[src/rtl/iter_hasher.sv]
// iter_hasher: sequential two-lane byte hasher.
// Accepts one message (up to MAX_BYTES bytes plus a byte count) per input
// handshake. It folds one byte per clock into two alternating lanes, then
// presents the mixed hash on an output valid/ready handshake.
// Ports:
//   clk, rst          - rising-edge clock, async active-high reset
//   in_valid/in_ready - message handshake (data, data_len)
//   data              - message bytes, byte i = data[8i+7:8i]
//   data_len          - requested byte count (clipped to MAX_BYTES)
//   out_valid/out_ready - result handshake (hash, len_err)
//   hash              - final mixed hash
//   len_err           - data_len exceeded MAX_BYTES, message truncated
//   busy              - high while hashing or holding a result
module iter_hasher #(
  parameter int unsigned STATE_W   = 32,
  parameter int unsigned MAX_BYTES = 8,
  parameter int unsigned LEN_W     = 4
) (
  input  logic                     clk,
  input  logic                     rst,
  input  logic                     in_valid,
  output logic                     in_ready,
  input  logic [8*MAX_BYTES-1:0]   data,
  input  logic [LEN_W-1:0]         data_len,
  output logic                     out_valid,
  input  logic                     out_ready,
  output logic [STATE_W-1:0]       hash,
  output logic                     len_err,
  output logic                     busy
);

  localparam int unsigned DATA_W = 8 * MAX_BYTES;
  localparam logic [STATE_W-1:0] INIT_A = {(STATE_W/2){2'b01}};
  localparam logic [STATE_W-1:0] INIT_B = {(STATE_W/2){2'b10}};
  localparam logic [LEN_W-1:0]   MAX_LEN = LEN_W'(MAX_BYTES);

  typedef enum logic [1:0] {
    IDLE = 2'd0,
    RUN  = 2'd1,
    DONE = 2'd2
  } state_t;

  state_t               r_state, w_state_nxt;
  logic [DATA_W-1:0]    r_data, w_data_nxt;
  logic [LEN_W-1:0]     r_len, w_len_nxt;
  logic [LEN_W-1:0]     r_idx, w_idx_nxt;
  logic                 r_len_err_q, w_len_err_q_nxt;
  logic [STATE_W-1:0]   r_a, w_a_nxt;
  logic [STATE_W-1:0]   r_b, w_b_nxt;
  logic [STATE_W-1:0]   r_hash, w_hash_nxt;
  logic                 r_len_err, w_len_err_nxt;
  logic                 r_in_ready, w_in_ready_nxt;
  logic                 r_out_valid, w_out_valid_nxt;
  logic                 r_busy, w_busy_nxt;

  logic [7:0]           w_byte;
  logic [STATE_W-1:0]   w_byte_ext;
  int unsigned          w_rot_run;
  int unsigned          w_rot_fin;

  // Pure bit rotation; r is always < STATE_W, and r == 0 is the identity
  // because the right shift by STATE_W yields zero.
  function automatic logic [STATE_W-1:0] rotl(input logic [STATE_W-1:0] x,
                                               input int unsigned r);
    rotl = (x << r) | (x >> (STATE_W - r));
  endfunction

  assign in_ready  = r_in_ready;
  assign out_valid = r_out_valid;
  assign hash      = r_hash;
  assign len_err   = r_len_err;
  assign busy      = r_busy;

  // Current byte and rotation amounts. A shift is used instead of an indexed
  // part-select so the final idx == eff_len cycle never selects out of range.
  assign w_byte     = 8'(r_data >> {r_idx, 3'b000});
  assign w_byte_ext = STATE_W'(w_byte);
  assign w_rot_run  = (32'(r_idx) + 32'd1) % STATE_W;
  assign w_rot_fin  = 32'(r_len) % STATE_W;

  // Next-state and next-register values.
  always_comb begin
    w_state_nxt     = r_state;
    w_data_nxt      = r_data;
    w_len_nxt       = r_len;
    w_idx_nxt       = r_idx;
    w_len_err_q_nxt = r_len_err_q;
    w_a_nxt         = r_a;
    w_b_nxt         = r_b;
    w_hash_nxt      = r_hash;
    w_len_err_nxt   = r_len_err;
    w_in_ready_nxt  = r_in_ready;
    w_out_valid_nxt = r_out_valid;
    w_busy_nxt      = r_busy;

    case (r_state)
      IDLE: begin
        if (in_valid && r_in_ready) begin
          w_data_nxt      = data;
          w_len_nxt       = (data_len > MAX_LEN) ? MAX_LEN : data_len;
          w_len_err_q_nxt = (data_len > MAX_LEN);
          w_a_nxt         = INIT_A;
          w_b_nxt         = INIT_B;
          w_idx_nxt       = '0;
          w_state_nxt     = RUN;
          w_in_ready_nxt  = 1'b0;
          w_busy_nxt      = 1'b1;
        end
      end
      RUN: begin
        if (r_idx < r_len) begin
          // Even byte indices fold into lane A, odd into lane B.
          if (!r_idx[0]) begin
            w_a_nxt = rotl(r_a ^ w_byte_ext, w_rot_run);
          end else begin
            w_b_nxt = rotl(r_b ^ w_byte_ext, w_rot_run);
          end
          w_idx_nxt = LEN_W'(r_idx + 1'b1);
        end else begin
          w_hash_nxt      = rotl(r_a ^ r_b, w_rot_fin);
          w_len_err_nxt   = r_len_err_q;
          w_state_nxt     = DONE;
          w_out_valid_nxt = 1'b1;
        end
      end
      DONE: begin
        if (out_ready) begin
          w_state_nxt     = IDLE;
          w_out_valid_nxt = 1'b0;
          w_in_ready_nxt  = 1'b1;
          w_busy_nxt      = 1'b0;
        end
      end
      default: begin
        w_state_nxt     = IDLE;
        w_out_valid_nxt = 1'b0;
        w_in_ready_nxt  = 1'b1;
        w_busy_nxt      = 1'b0;
      end
    endcase
  end

  // State and datapath registers.
  always_ff @(posedge clk or posedge rst) begin
    if (rst) begin
      r_state     <= IDLE;
      r_data      <= '0;
      r_len       <= '0;
      r_idx       <= '0;
      r_len_err_q <= 1'b0;
      r_a         <= '0;
      r_b         <= '0;
      r_hash      <= '0;
      r_len_err   <= 1'b0;
      r_in_ready  <= 1'b1;
      r_out_valid <= 1'b0;
      r_busy      <= 1'b0;
    end else begin
      r_state     <= w_state_nxt;
      r_data      <= w_data_nxt;
      r_len       <= w_len_nxt;
      r_idx       <= w_idx_nxt;
      r_len_err_q <= w_len_err_q_nxt;
      r_a         <= w_a_nxt;
      r_b         <= w_b_nxt;
      r_hash      <= w_hash_nxt;
      r_len_err   <= w_len_err_nxt;
      r_in_ready  <= w_in_ready_nxt;
      r_out_valid <= w_out_valid_nxt;
      r_busy      <= w_busy_nxt;
    end
  end

endmodule

[config.mk]
export PLATFORM = sky130hd
export DESIGN_NAME = iter_hasher
export DESIGN_NICKNAME = d
export VERILOG_FILES = /design/src/rtl/iter_hasher.sv
export SDC_FILE = /design/constraint.sdc
export NUM_CORES = 1
export LEC_CHECK = 0
export ABC_AREA = 0
export BUFFER_PORTS_ARGS = -buffer_cell sky130_fd_sc_hd__buf_2
export CORE_MARGIN = 2
export CORE_UTILIZATION = 30
export CTS_CLUSTER_SIZE = 28
export DETAILED_ROUTE_END_ITERATION = 8
export PLACE_DENSITY = 0.48
export SETUP_SLACK_MARGIN = 0.3
export SYNTH_ARGS = -nofsm -noshare
export SYNTH_HDL_FRONTEND = slang
export SYNTH_SLANG_ARGS = --single-unit
[constraint.sdc]
create_clock -name clk -period 5.11 [get_ports clk]
set_clock_uncertainty 0.15 [all_clocks]
set_input_delay 0.2555 -clock clk [delete_from_list [all_inputs] [get_ports clk]]
set_output_delay 0.2555 -clock clk [all_outputs]
set_load 0.02 [all_outputs]
== Word-level counts from Yosys, hierarchy flattened ==
Cells that the tools add are included.

* Flip-flop bits (word level): 175
* Input port bits: 72
* Output and inout port bits: 36
* Logic and storage cells: 77

* Add/sub/neg operators: 4
* Magnitude comparators: 2
* Eq/ne operators: 8
* Shift operators: 7
* Mux-type cells: 24
* Bitwise logic cells: 9
* Reduce and logical (&&, ||, !) cells: 11

{| class="wikitable"
|+ Operator list
! kind !! count
|-
| $mux W32 || 6
|-
| $pmux W32 S2 || 2
|-
| $or A32 B32 Y32 || 3
|-
| $shr A32 B32 Y32 || 3
|-
| $shl A32 B5 Y32 || 2
|-
| $shr A64 B7 Y8 || 1
|-
| $xor A32 B8 Y32 || 2
|-
| $shl A32 B4 Y32 || 1
|-
| $xor A32 B32 Y32 || 1
|-
| $mux W4 || 3
|-
| $ne A2 B2 Y1 const B || 6
|-
| $reduce_and A3 Y1 || 4
|-
| $pmux W1 S3 || 3
|-
| $pmux W4 S2 || 1
|-
| $reduce_and A4 Y1 || 2
|-
| $sub A6 B4 Y7 const A || 1
|-
| $sub A6 B5 Y7 const A || 1
|-
| $mux W2 || 3
|-
| $pmux W2 S3 || 1
|-
| $add A4 B1 Y5 const B || 1
|-
| $mux W1 || 5
|-
| $add A4 B1 Y4 const B || 1
|-
| $gt A4 B4 Y1 const B || 1
|-
| $lt A4 B4 Y1 || 1
|-
| 7 further kinds || 10
|}

== Depth between registers and ports, before layout ==
Gate-level depths: netlist (run 1).

* Depth in word-level cells: 7
* Mapped depth: 16
* Depth with buffers taken out: 10

== Worst setup path before layout (run 1) ==
Ideal clock, no wire load.

* Path kind: reg2reg
* Start: reg r_len[1]
* End: reg r_b[4]
* Setup time: 0.139 ns
* Arrival time: 3.398 ns
* Required time: 4.821 ns
* Path slack: 1.423 ns
* Stages on the path, launching flop included: 15
* Buffers on the path: 5
* Clock period less this slack: 3.687 ns
* Cells stage by stage: dfrtp_1 > clkbuf_1 > clkinv_1 > clkbuf_1 > buf_1 > ha_1 > a21o_1 > a21o_1 > a21oi_2 > nor2_1 > or3_1 > clkbuf_1 > clkbuf_1 > a32oi_1 > o2111ai_1

* Cells in the longest elaborated chain, start to end: 3

{| class="wikitable"
|+ RTL lines
! what !! RTL line !! RTL
|-
| start, declared || 45 || <nowiki>logic [LEN_W-1:0] r_len, w_len_nxt;</nowiki>
|-
| start signal, assigned || 161 || <nowiki>r_len <= w_len_nxt;</nowiki>
|-
| $lt A4 B4 Y1 || 111 || <nowiki>if (r_idx < r_len) begin</nowiki>
|-
| $ne A2 B2 Y1 (no source line) || -- ||
|-
| $reduce_and A4 Y1 (no source line) || -- ||
|-
| end signal, assigned || 165 || <nowiki>r_b <= w_b_nxt;</nowiki>
|-
| end, declared || 49 || <nowiki>logic [STATE_W-1:0] r_b, w_b_nxt;</nowiki>
|}

Every way passes these cells.
A chain may end at the register's enable or synchronous reset.

== Final worst setup path (run 1) ==
* Start: reg r_idx[0]
* End: reg r_b[24]

* Cells in the longest elaborated chain, start to end: 7
* Elaborated cells between the ends (all ways): 14
* Classes of those cells: add/sub: 2; order compare: 1; eq/ne: 2; shift: 3; mux: 3; bitwise: 2; reduce/logical: 1

{| class="wikitable"
|+ RTL lines
! what !! RTL line !! RTL
|-
| start, declared || 46 || <nowiki>logic [LEN_W-1:0] r_idx, w_idx_nxt;</nowiki>
|-
| start signal, assigned || 162 || <nowiki>r_idx <= w_idx_nxt;</nowiki>
|-
| $add A4 B1 Y5 / $shr A64 B7 Y8 (equally long branches) || 78, 76 ||
|-
| $sub A6 B5 Y7 / $xor A32 B8 Y32 (equally long branches) || 65, 116 ||
|-
| $shr A32 B32 Y32 / $shl A32 B5 Y32 (equally long branches) || 65 || <nowiki>rotl = (x << r) | (x >> (STATE_W - r));</nowiki>
|-
| $or A32 B32 Y32 || 65 ||
|-
| $mux W32 || 113 || <nowiki>if (!r_idx[0]) begin</nowiki>
|-
| $mux W32 || 111 ||
|-
| $pmux W32 S2 || 96 || <nowiki>case (r_state)</nowiki>
|}

Parallel ways exist; a longest one is shown, timed or not. The select of a mux whose other input is x is not followed.

==> out/metrics.yaml, run 1 <==
synth:
  synthXorXnorAreaFrac_pct: 3.38
  avgSynthCellArea_um2: 8.31
  yosysWarnings: 0
  synth_ff_type: "dfrtp_1"
  synth-compound-area-share_pct: 24.4
  yosysSeqAreaShare_pct: 26.9
  synth_largest_area_cell: "dfrtp_1"
  netlist.area_leader.share_pct: 26.7
  syn_area_mm2: 0.0163
  synth_cell_types: 95
  synth_edf_count: 0
  synthArstFlopShare_pct: 100
  synthMuxAreaShare_pct: 23.1
  syn_inst: 1964
  synth_seq_cells: 175
  synth_top_family_by_area: "compound AO/OA/AOI/OAI gates"
  yosys.area_share.simple_pct: 16.4
  synth_top_cells_by_area: "dfrtp_1 27%, mux2i_1 9.1%, mux2_2 6.9%"
  synthAdderAreaFrac_pct: 0.383
  syn_nets: 2041
worst_hold_path:
  min_path_type: "input port to async pin"
timing:
  hold_ws_ns: 0.305
  report.final.slew_viol_count: 0
  min_period_ns: 3.97
  fmax_ghz: 0.252
  worst-slew-pin-transition_ns: 1.37
  setup_viol: 0
  slew_headroom_pct: 8.54
  rsz0062_at_grt: "false"
  hold_viol: 0
  fin_tns_setup_ns: 0
  period_share_pct: 77.7
critical_path:
  required_ns: 5.40
  crit_chain: "ha_4 -> and2_1 -> o21a_1 -> o21ai_1 -> xnor2_2 -> nor2_1 -> a21oi_1 -> o221ai_1 -> a22o_1"
  cp_max_fo: 25
  critical-path-top-delay-family: "simple AND/OR/NAND/NOR gates"
  critical_path.max_stage_delay_ns: 1.12
  endpoint_kind: "flop"
  crit_buf_inv: 0
  cp_data_arrival_time_ns: 4.26
  worstSetupPathType: "flop to flop"
  critPathLaunchType: "flop"
  reg2reg_slack_ns: 1.14
  slowest_stage: "nor2_1"
detailed_routing:
  wl_um: 72700
  viasPerCell: 6.07
  via_count: 16700
  drt-pass1-iter-count: 6
  drt_iter0_markers: 1748
  drcViolationCount: 0
  wire_per_inst_um: 26.5
  ant_nets: 0
cells_and_area:
  syn2layout_area_growth_pct: 15.3
  diodes: 0
  n_fill_cell: 5612
  drive_gt1_share_pct: 19.0
  multiInputGateArea_mm2: 0.0111
  layout.nets: 2114
  final-seq-area_mm2: 0.00439
  final_cells: 2746
grt:
  grt_pass1_vias: 16500
  grt_first_pass_wirelength_um: 108000
  overflow: 0
  grt_max_degree: 139
  grt_antenna_before_repair: 2
  grt_usage_pct: 25.7
floorplan:
  initial_core_util_pct: 30.3
  die_area_mm2: 0.0563
  dieWidth_um: 237
  die_height_um: 237
  io-pin-count: 108
  core_area_mm2: 0.0538
  rows: 85
clock_tree:
  clock_sinks: 175
  max-clock-path-buffers: 2
  cts-buffers-inserted: 17
  cts_tree: "built"
  cts_max_level: 4
  root_buffer: "clkbuf_16"
  clk_pin_slew_worst_paths_ns: 0.07
  cts_resized: 0
  clkLatencyLatePin_ns: 0.50
place:
  hpwl_um: 53300
  numPortBuffers: 107
  dpl.cell_count: 2643
  place_congestion: 0.962
outcome:
  status: "complete, no violations"
job:
  maxCapViolations: 0
-- worst paths after layout --
check                      startpoint  endpoint  cells past startpoint
setup / recovery             r_idx[0]   r_b[24]                      9
hold / removal                    rst  hash[24]                      3
setup reg to reg             r_idx[0]   r_b[24]                      9
hold reg to reg              hash[11]  hash[11]                      1
max in group asynchronous         rst   r_b[31]                      4
min in group clk             hash[11]  hash[11]                      1
-- cell usage after synthesis, types with 31 or more instances --
master / count
nor2_1: 210
mux2_2: 100
o211ai_1: 31
a21oi_1: 141
clkbuf_1: 108
buf_2: 40
nand3_1: 52
mux2i_1: 148
o21ai_0: 157
mux4_2: 43
nand2_1: 224
dfrtp_1: 174
-- final cells by class --
cell class | instances | area share [%]
clock buffers | 19 | 2.35
clock inverters | 13 | 0.931
inverters | 26 | 0.539
multi-input cells | 1582 | 59.1
flip-flops and latches | 175 | 23.3
well taps | 696 | 4.63
repair buffers | 235 | 9.10
-- cells in the final DEF, fill, tap and decap left out, types with 27 or more instances in the layout --
cell	count
xor2_1	27
dfrtp_1	172
dlygate4sd3_1	71
nor2_1	210
o211ai_1	31
buf_4	54
mux4_2	43
nand3_1	52
a31oi_1	30
a21oi_1	141
o21ai_0	157
buf_2	107
mux2i_1	148
nand2_1	224
mux2_2	100
-- through the flow --
stage	setup WS [ns]	util [%]	cell area, um2
2_1_floorplan	1.42	-	16300
3_3_place_gp	1.23	32.5	17500
3_5_place_dp	1.26	32.5	17500
4_1_cts	1.25	35.0	18800
5_1_grt	0.976	35.0	18800
6_report	1.14	35.0	18800
-- worst reg2reg max path, delay by kind of cell, from the launching register on --
family,cells,cell delay (ns)
compound gates,5,1.06
xor+xnor,1,0.32
fa+ha+maj,1,0.35
flops,1,0.73
simple gates,2,1.30
-- state kept, by name, summed over array words and instances (netlist names) --
register,flops
r_len_err_q,1
busy,1
r_b,32
r_a,32
hash,32
out_valid,1
in_ready,1
r_state,2
len_err,1
r_len,4
r_idx,4
r_data,64
-- per-layer routing --
metal | up-vias | GRT usage, % | wire length (um)
li1 | 7446 | - | -
met1 | 8159 | 32.8 | 29300
met2 | 863 | 41.5 | 33700
met3 | 199 | 5.18 | 6200
met4 | 4 | 12.5 | 3420
met5 | - | 0 | 25
-- timing repair --
item,CTS,global route
hold buffers,71,0
endpoints found under the hold margin,110,0
setup buffers,0,0
-- kinds of logic (layout without fill, tap and decap cells) --
logic type	after synthesis	after routing
and+or+nand+nor	609	609
muxes	299	299
buffers and inverters	207	293
adders and majority gates	5	5
AOI/OAI and AO/OA	609	609
xor gates and xnor gates	60	60
DFF	175	175
Power of run 1 is left out: the tool's default activity adds up to more than one toggle a clock period on the data nets, which glitch-free logic cannot reach.
==> run 2, diff against run 1 <==
clock period = 3.49 ns   (was 5.11 ns; I/O delays follow)
==> out/metrics.yaml, run 2 (synthesized netlist as in run 1, its figures left out) <==
outcome:
  status: "complete, no violations"
place:
  place_congestion: 1.03  # +7.1%
  hpwl_um: 54600  # +2.4%
  numPortBuffers: 107  # unchanged
grt:
  grt_pass1_vias: 16800  # +2.0%
  use_met3_pct: 6.51  # +1.3 points
  grt-busiest-layer: "met2"
  grt_antenna_before_repair: 2  # unchanged
  overflow: 0  # unchanged
  use_met1_pct: 33.2  # +0.40 points
  use_met2_pct: 42.9  # +1.4 points
  grt_first_pass_wirelength_um: 110000  # +2.1%
  grt_usage_pct: 26.4  # +0.72 points
  grt_max_degree: 71  # -49%
floorplan:
  die_area_mm2: 0.0563  # unchanged
  core_area_mm2: 0.0538  # unchanged
  io-pin-count: 108  # unchanged
  initial_core_util_pct: 30.3  # unchanged
  die_height_um: 237  # unchanged
  rows: 85  # unchanged
  dieWidth_um: 237  # unchanged
cells_and_area:
  largest_reg_flops: 64  # unchanged
  layout.nets: 2227  # +5.3%
  most-common-layout-cells: "222 x nand2_1, 205 x nor2_1, 172 x dfrtp_1"
  largest-register: "r_data"
  drive_gt1_share_pct: 25.3  # +6.3 points
  mostFrequentLayoutCell: "nand2_1"
  diodes: 0  # unchanged
  syn2layout_area_growth_pct: 24.1
critical_path:
  r2r-start: "r_idx[0]"
  rr_endpoint: "r_a[29]"
  reg2reg_depth: 10  # +1
  endpoint_kind: "flop"
  crit_buf_inv: 2  # +2
  reg2reg_slack_ns: 0.31  # -0.83 ns
  cp_common_cell: "buf_4"
  required_ns: 3.76  # -1.64 ns
  cp_max_fo: 11  # -56%
  critPathLaunchType: "flop"
  critical-path-top-delay-family: "compound AO/OA/AOI/OAI gates"
  worstSetupPathType: "flop to flop"
  crit_chain: "buf_4 -> nor2b_1 -> a2111oi_2 -> buf_4 -> or3_4 -> xor2_4 -> mux2_2 -> o211ai_1 -> mux2i_1 -> o31ai_1"
  slowest_stage: "dfrtp_4"
  critical_path.max_stage_delay_ns: 0.55  # -0.57 ns
  cp_data_arrival_time_ns: 3.45  # -0.81 ns
timing:
  setup_viol: 0  # unchanged
  fin_tns_setup_ns: 0  # unchanged
  rsz0062_at_grt: "true"
  fmax_ghz: 0.314  # +25%
  period_share_pct: 91.1  # +13 points
  slew_headroom_pct: 12.9  # +4.4 points
  min_period_ns: 3.18  # -0.792 ns
  worst-slew-pin-transition_ns: 1.30  # -0.0701 ns
  report.final.slew_viol_count: 0  # unchanged
  hold_viol: 0  # unchanged
detailed_routing:
  ant_nets: 0  # unchanged
  drt_iter0_markers: 1734  # -0.80%
  drcViolationCount: 0  # unchanged
  wl_um: 75600  # +4.0%
  wire_per_inst_um: 26.4  # about the same
  viasPerCell: 6.07  # about the same
  drt-pass1-iter-count: 7  # +1
  via_count: 17400  # +4.2%
clock_tree:
  clkLatencyLatePin_ns: 0.52  # +0.02 ns
  clk_pin_slew_worst_paths_ns: 0.08  # about the same
  cts_tree: "built"
  max-clock-path-buffers: 2  # unchanged
  clock_sinks: 175  # unchanged
  cts-buffers-inserted: 17  # unchanged
  root_buffer: "clkbuf_16"
  cts_max_level: 4  # unchanged
job:
  maxCapViolations: 0  # unchanged
worst_hold_path:
  min_path_type: "input port to async pin"
==> run 2: cell types whose count changed in the layout (fill, tap and decap cells not counted), moves of 5 or more <==
| cell | previous run | this run |
|---|---|---|
| nor2_1 | 210 | 205 |
| mux2i_2 | 0 | 12 |
| buf_4 | 54 | 142 |
| o21ai_1 | 6 | 11 |
| mux2i_1 | 148 | 135 |
| buf_12 | 3 | 16 |
| o21ai_0 | 157 | 149 |
==> run 2: per-stage QoR <==
| stage | worst slack [ns] | utilization [%] | cell area (um2) | std cells | hold slack, ns |
|---|---|---|---|---|---|
| 2_1_floorplan | 0.320 | - | 16400 | 1964 | 0.111 |
| 3_3_place_gp | 0.0975 | 34.0 | 18300 | 2726 | 0.0481 |
| 3_5_place_dp | 0.0784 | 34.0 | 18300 | 2726 | 0.0506 |
| 4_1_cts | 0.301 | 36.9 | 19800 | 2839 | 0.0537 |
| 5_1_grt | 0.218 | 37.6 | 20200 | 2859 | 0.0998 |
| 6_report | 0.310 | 37.6 | 20200 | 2859 | 0.0748 |
==> run 2: how the worst max path moves through the flow <==
stage,from,endpoint,depth (start not counted)
after detailed placement,r_idx[0],r_b[26],9
after global routing,r_idx[0],r_a[30],10
after CTS,r_idx[0],r_a[22],11
after floorplan,r_len[1],r_b[4],14
after global placement,r_idx[0],r_a[25],9
final,r_idx[0],r_a[29],10
==> run 2: cell type report <==
cell class                 count  area, um2
multi-input combinational   1582      11400
clock inverter                13        165
fill                        5462      33600
clock buffer                  19        443
timing repair buffer         348       2890
tap                          696        871
inverter                      26        103
sequential                   175       4390
==> run 2: worst min-delay path, cell delays in order <==
cell and delay (ns):
dlygate4sd3_1 0.54, buf_2 0.14, clkinvlp_4 0.30
==> run 2: what timing repair did <==
action	in CTS	in global routing
gates resized for setup	23	48
buffers inserted	8	18
endpoints found under the setup margin	40	57
hold buffers	71	0
endpoints found under the hold margin	158	0
gates cloned	2	2
pin swaps	2	5
==> run 2: routing by layer <==
metal | vias up | wire length [um]
met2 | 916 | 35200
li1 | 7661 | -
met3 | 215 | 7030
met5 | - | 14
met4 | 2 | 3330
met1 | 8569 | 30100
Power of run 2 is left out for the same reason.
==> run 3, diff against run 2 <==
==> constraint.sdc (replaced) <==
create_clock -name clk -period 3.49 [get_ports clk]
set_clock_uncertainty 0.15 [all_clocks]
set_input_delay 0.349 -clock clk [delete_from_list [all_inputs] [get_ports clk]]
set_output_delay 0.349 -clock clk [all_outputs]
set_load 0.02 [all_outputs]
==> out/metrics.yaml, run 3 (synthesized netlist as in run 1, its figures left out) <==
clock_tree:
  clkLatencyLatePin_ns: 0.51  # about the same
  cts_tree: "built"
  cts-buffers-inserted: 17  # unchanged
  cts_max_level: 4  # unchanged
  root_buffer: "clkbuf_16"
  clk_pin_slew_worst_paths_ns: 0.08  # about the same
  clock_sinks: 175  # unchanged
  max-clock-path-buffers: 2  # unchanged
job:
  maxCapViolations: 0  # unchanged
detailed_routing:
  wire_per_inst_um: 26.6  # +0.52%
  drt_iter0_markers: 2031  # +17%
  viasPerCell: 6.06  # -0.19%
  drcViolationCount: 0  # unchanged
  via_count: 17200  # -0.89%
  ant_nets: 0  # unchanged
  wl_um: 75500  # -0.19%
  drt-pass1-iter-count: 5  # -2
critical_path:
  endpoint_kind: "flop"
  cp_data_arrival_time_ns: 3.40  # -0.05 ns
  required_ns: 3.74  # -0.02 ns
  cp_max_fo: 6  # -5
  critPathLaunchType: "flop"
  worstSetupPathType: "flop to flop"
cells_and_area:
  drive_gt1_share_pct: 24.6  # -0.65 points
  syn2layout_area_growth_pct: 23.0
  largest-register: "r_data"
  mostFrequentLayoutCell: "nand2_1"
  diodes: 0  # unchanged
  most-common-layout-cells: "223 x nand2_1, 205 x nor2_1, 172 x dfrtp_1"
  largest_reg_flops: 64  # unchanged
  layout.nets: 2207  # -0.90%
worst_hold_path:
  min_path_type: "flop to flop"
floorplan:
  core_area_mm2: 0.0538  # unchanged
  die_height_um: 237  # unchanged
  initial_core_util_pct: 30.3  # unchanged
  rows: 85  # unchanged
  dieWidth_um: 237  # unchanged
  io-pin-count: 108  # unchanged
  die_area_mm2: 0.0563  # unchanged
place:
  hpwl_um: 55000  # +0.86%
  numPortBuffers: 107  # unchanged
  place_congestion: 0.987  # -4.2%
grt:
  grt_max_degree: 76  # +7.0%
  grt_antenna_before_repair: 0  # -2
  grt_pass1_vias: 16800  # -0.12%
  grt_usage_pct: 26.5  # +0.11 points
  grt_first_pass_wirelength_um: 111000  # +0.89%
  overflow: 0  # unchanged
  use_met2_pct: 43.0  # +0.089 points
  use_met3_pct: 4.84  # -1.7 points
  grt-busiest-layer: "met2"
  use_met1_pct: 34.4  # +1.2 points
timing:
  min_period_ns: 3.16  # -0.0231 ns
  hold_viol: 0  # unchanged
  setup_viol: 0  # unchanged
  rsz0062_at_grt: "true"
  report.final.slew_viol_count: 0  # unchanged
  fmax_ghz: 0.317  # +0.73%
  worst-slew-pin-transition_ns: 1.28  # -0.0169 ns
  slew_headroom_pct: 14.1  # +1.1 points
  fin_tns_setup_ns: 0  # unchanged
  period_share_pct: 90.5  # -0.66 points
outcome:
  status: "complete, no violations"
[run 3: cell count changes in the layout (fill, tap and decap cells not counted), moves of 3 or more]
cell / previous run / this run
a21oi_1: 137 / 140
a21oi_2: 5 / 2
buf_12: 16 / 22
buf_4: 142 / 122
inv_8: 4 / 0
mux2i_1: 135 / 141
mux2i_2: 12 / 5
mux4_1: 5 / 1
mux4_2: 43 / 47
o21ai_1: 11 / 7
[run 3: critical path: stages (launching register included)]
cell	delay, ns
dfrtp_4	0.53
buf_12	0.16
buf_4	0.14
mux4_2	0.49
o2bb2ai_4	0.16
or2_4	0.20
xor2_4	0.24
nor3_2	0.07
or3_4	0.40
o2111a_1	0.24
o32a_1	0.27
[run 3: final cells by class]
| cell class | count | area [um2] |
|---|---|---|
| Sequential cell | 175 | 4390 |
| Tap cell | 696 | 871 |
| Multi-Input combinational cell | 1583 | 11400 |
| Inverter | 26 | 103 |
| Clock buffer | 21 | 450 |
| Fill cell | 5537 | 33700 |
| Timing Repair Buffer | 327 | 2690 |
| Clock inverter | 11 | 155 |
[run 3: what timing repair did]
action | in CTS | in global routing
hold buffers | 71 | 0
gates cloned | 0 | 2
hold endpoints to repair | 108 | 0
pin swaps | 1 | 12
buffers inserted | 4 | 6
resized for setup | 12 | 62
setup endpoints to repair | 45 | 56
[run 3: metal layers]
metal,routed length (um),part of all wire [%]
met1,30800,41
met3,6100,8.1
met5,0,0
met4,3360,4.5
met2,35200,47
[run 3: final timing paths]
check	endpoint	start	slack (ns)	depth (start not counted)
max	r_a[16]	r_idx[0]	0.33	10
min reg2reg	hash[11]	hash[11]	0.32	1
min	hash[11]	hash[11]	0.32	1
max in group asynchronous	r_b[21]	rst	1.84	4
max reg2reg	r_a[16]	r_idx[0]	0.33	10
min in group asynchronous	hash[25]	rst	0.41	3
[run 3: metrics by stage]
step                instance area [um2]  cells  hold WS [ns]  util (%)  setup WS, ns
floorplan                         16400   1964         0.285         -         0.320
global placement                  18300   2724         0.305      34.0         0.167
detailed placement                18300   2724         0.312      34.0         0.141
CTS                               19700   2831         0.327      36.6         0.297
global route                      20100   2839         0.337      37.3         0.240
finish                            20100   2839         0.324      37.3         0.333
Power of run 3 is left out for the same reason.
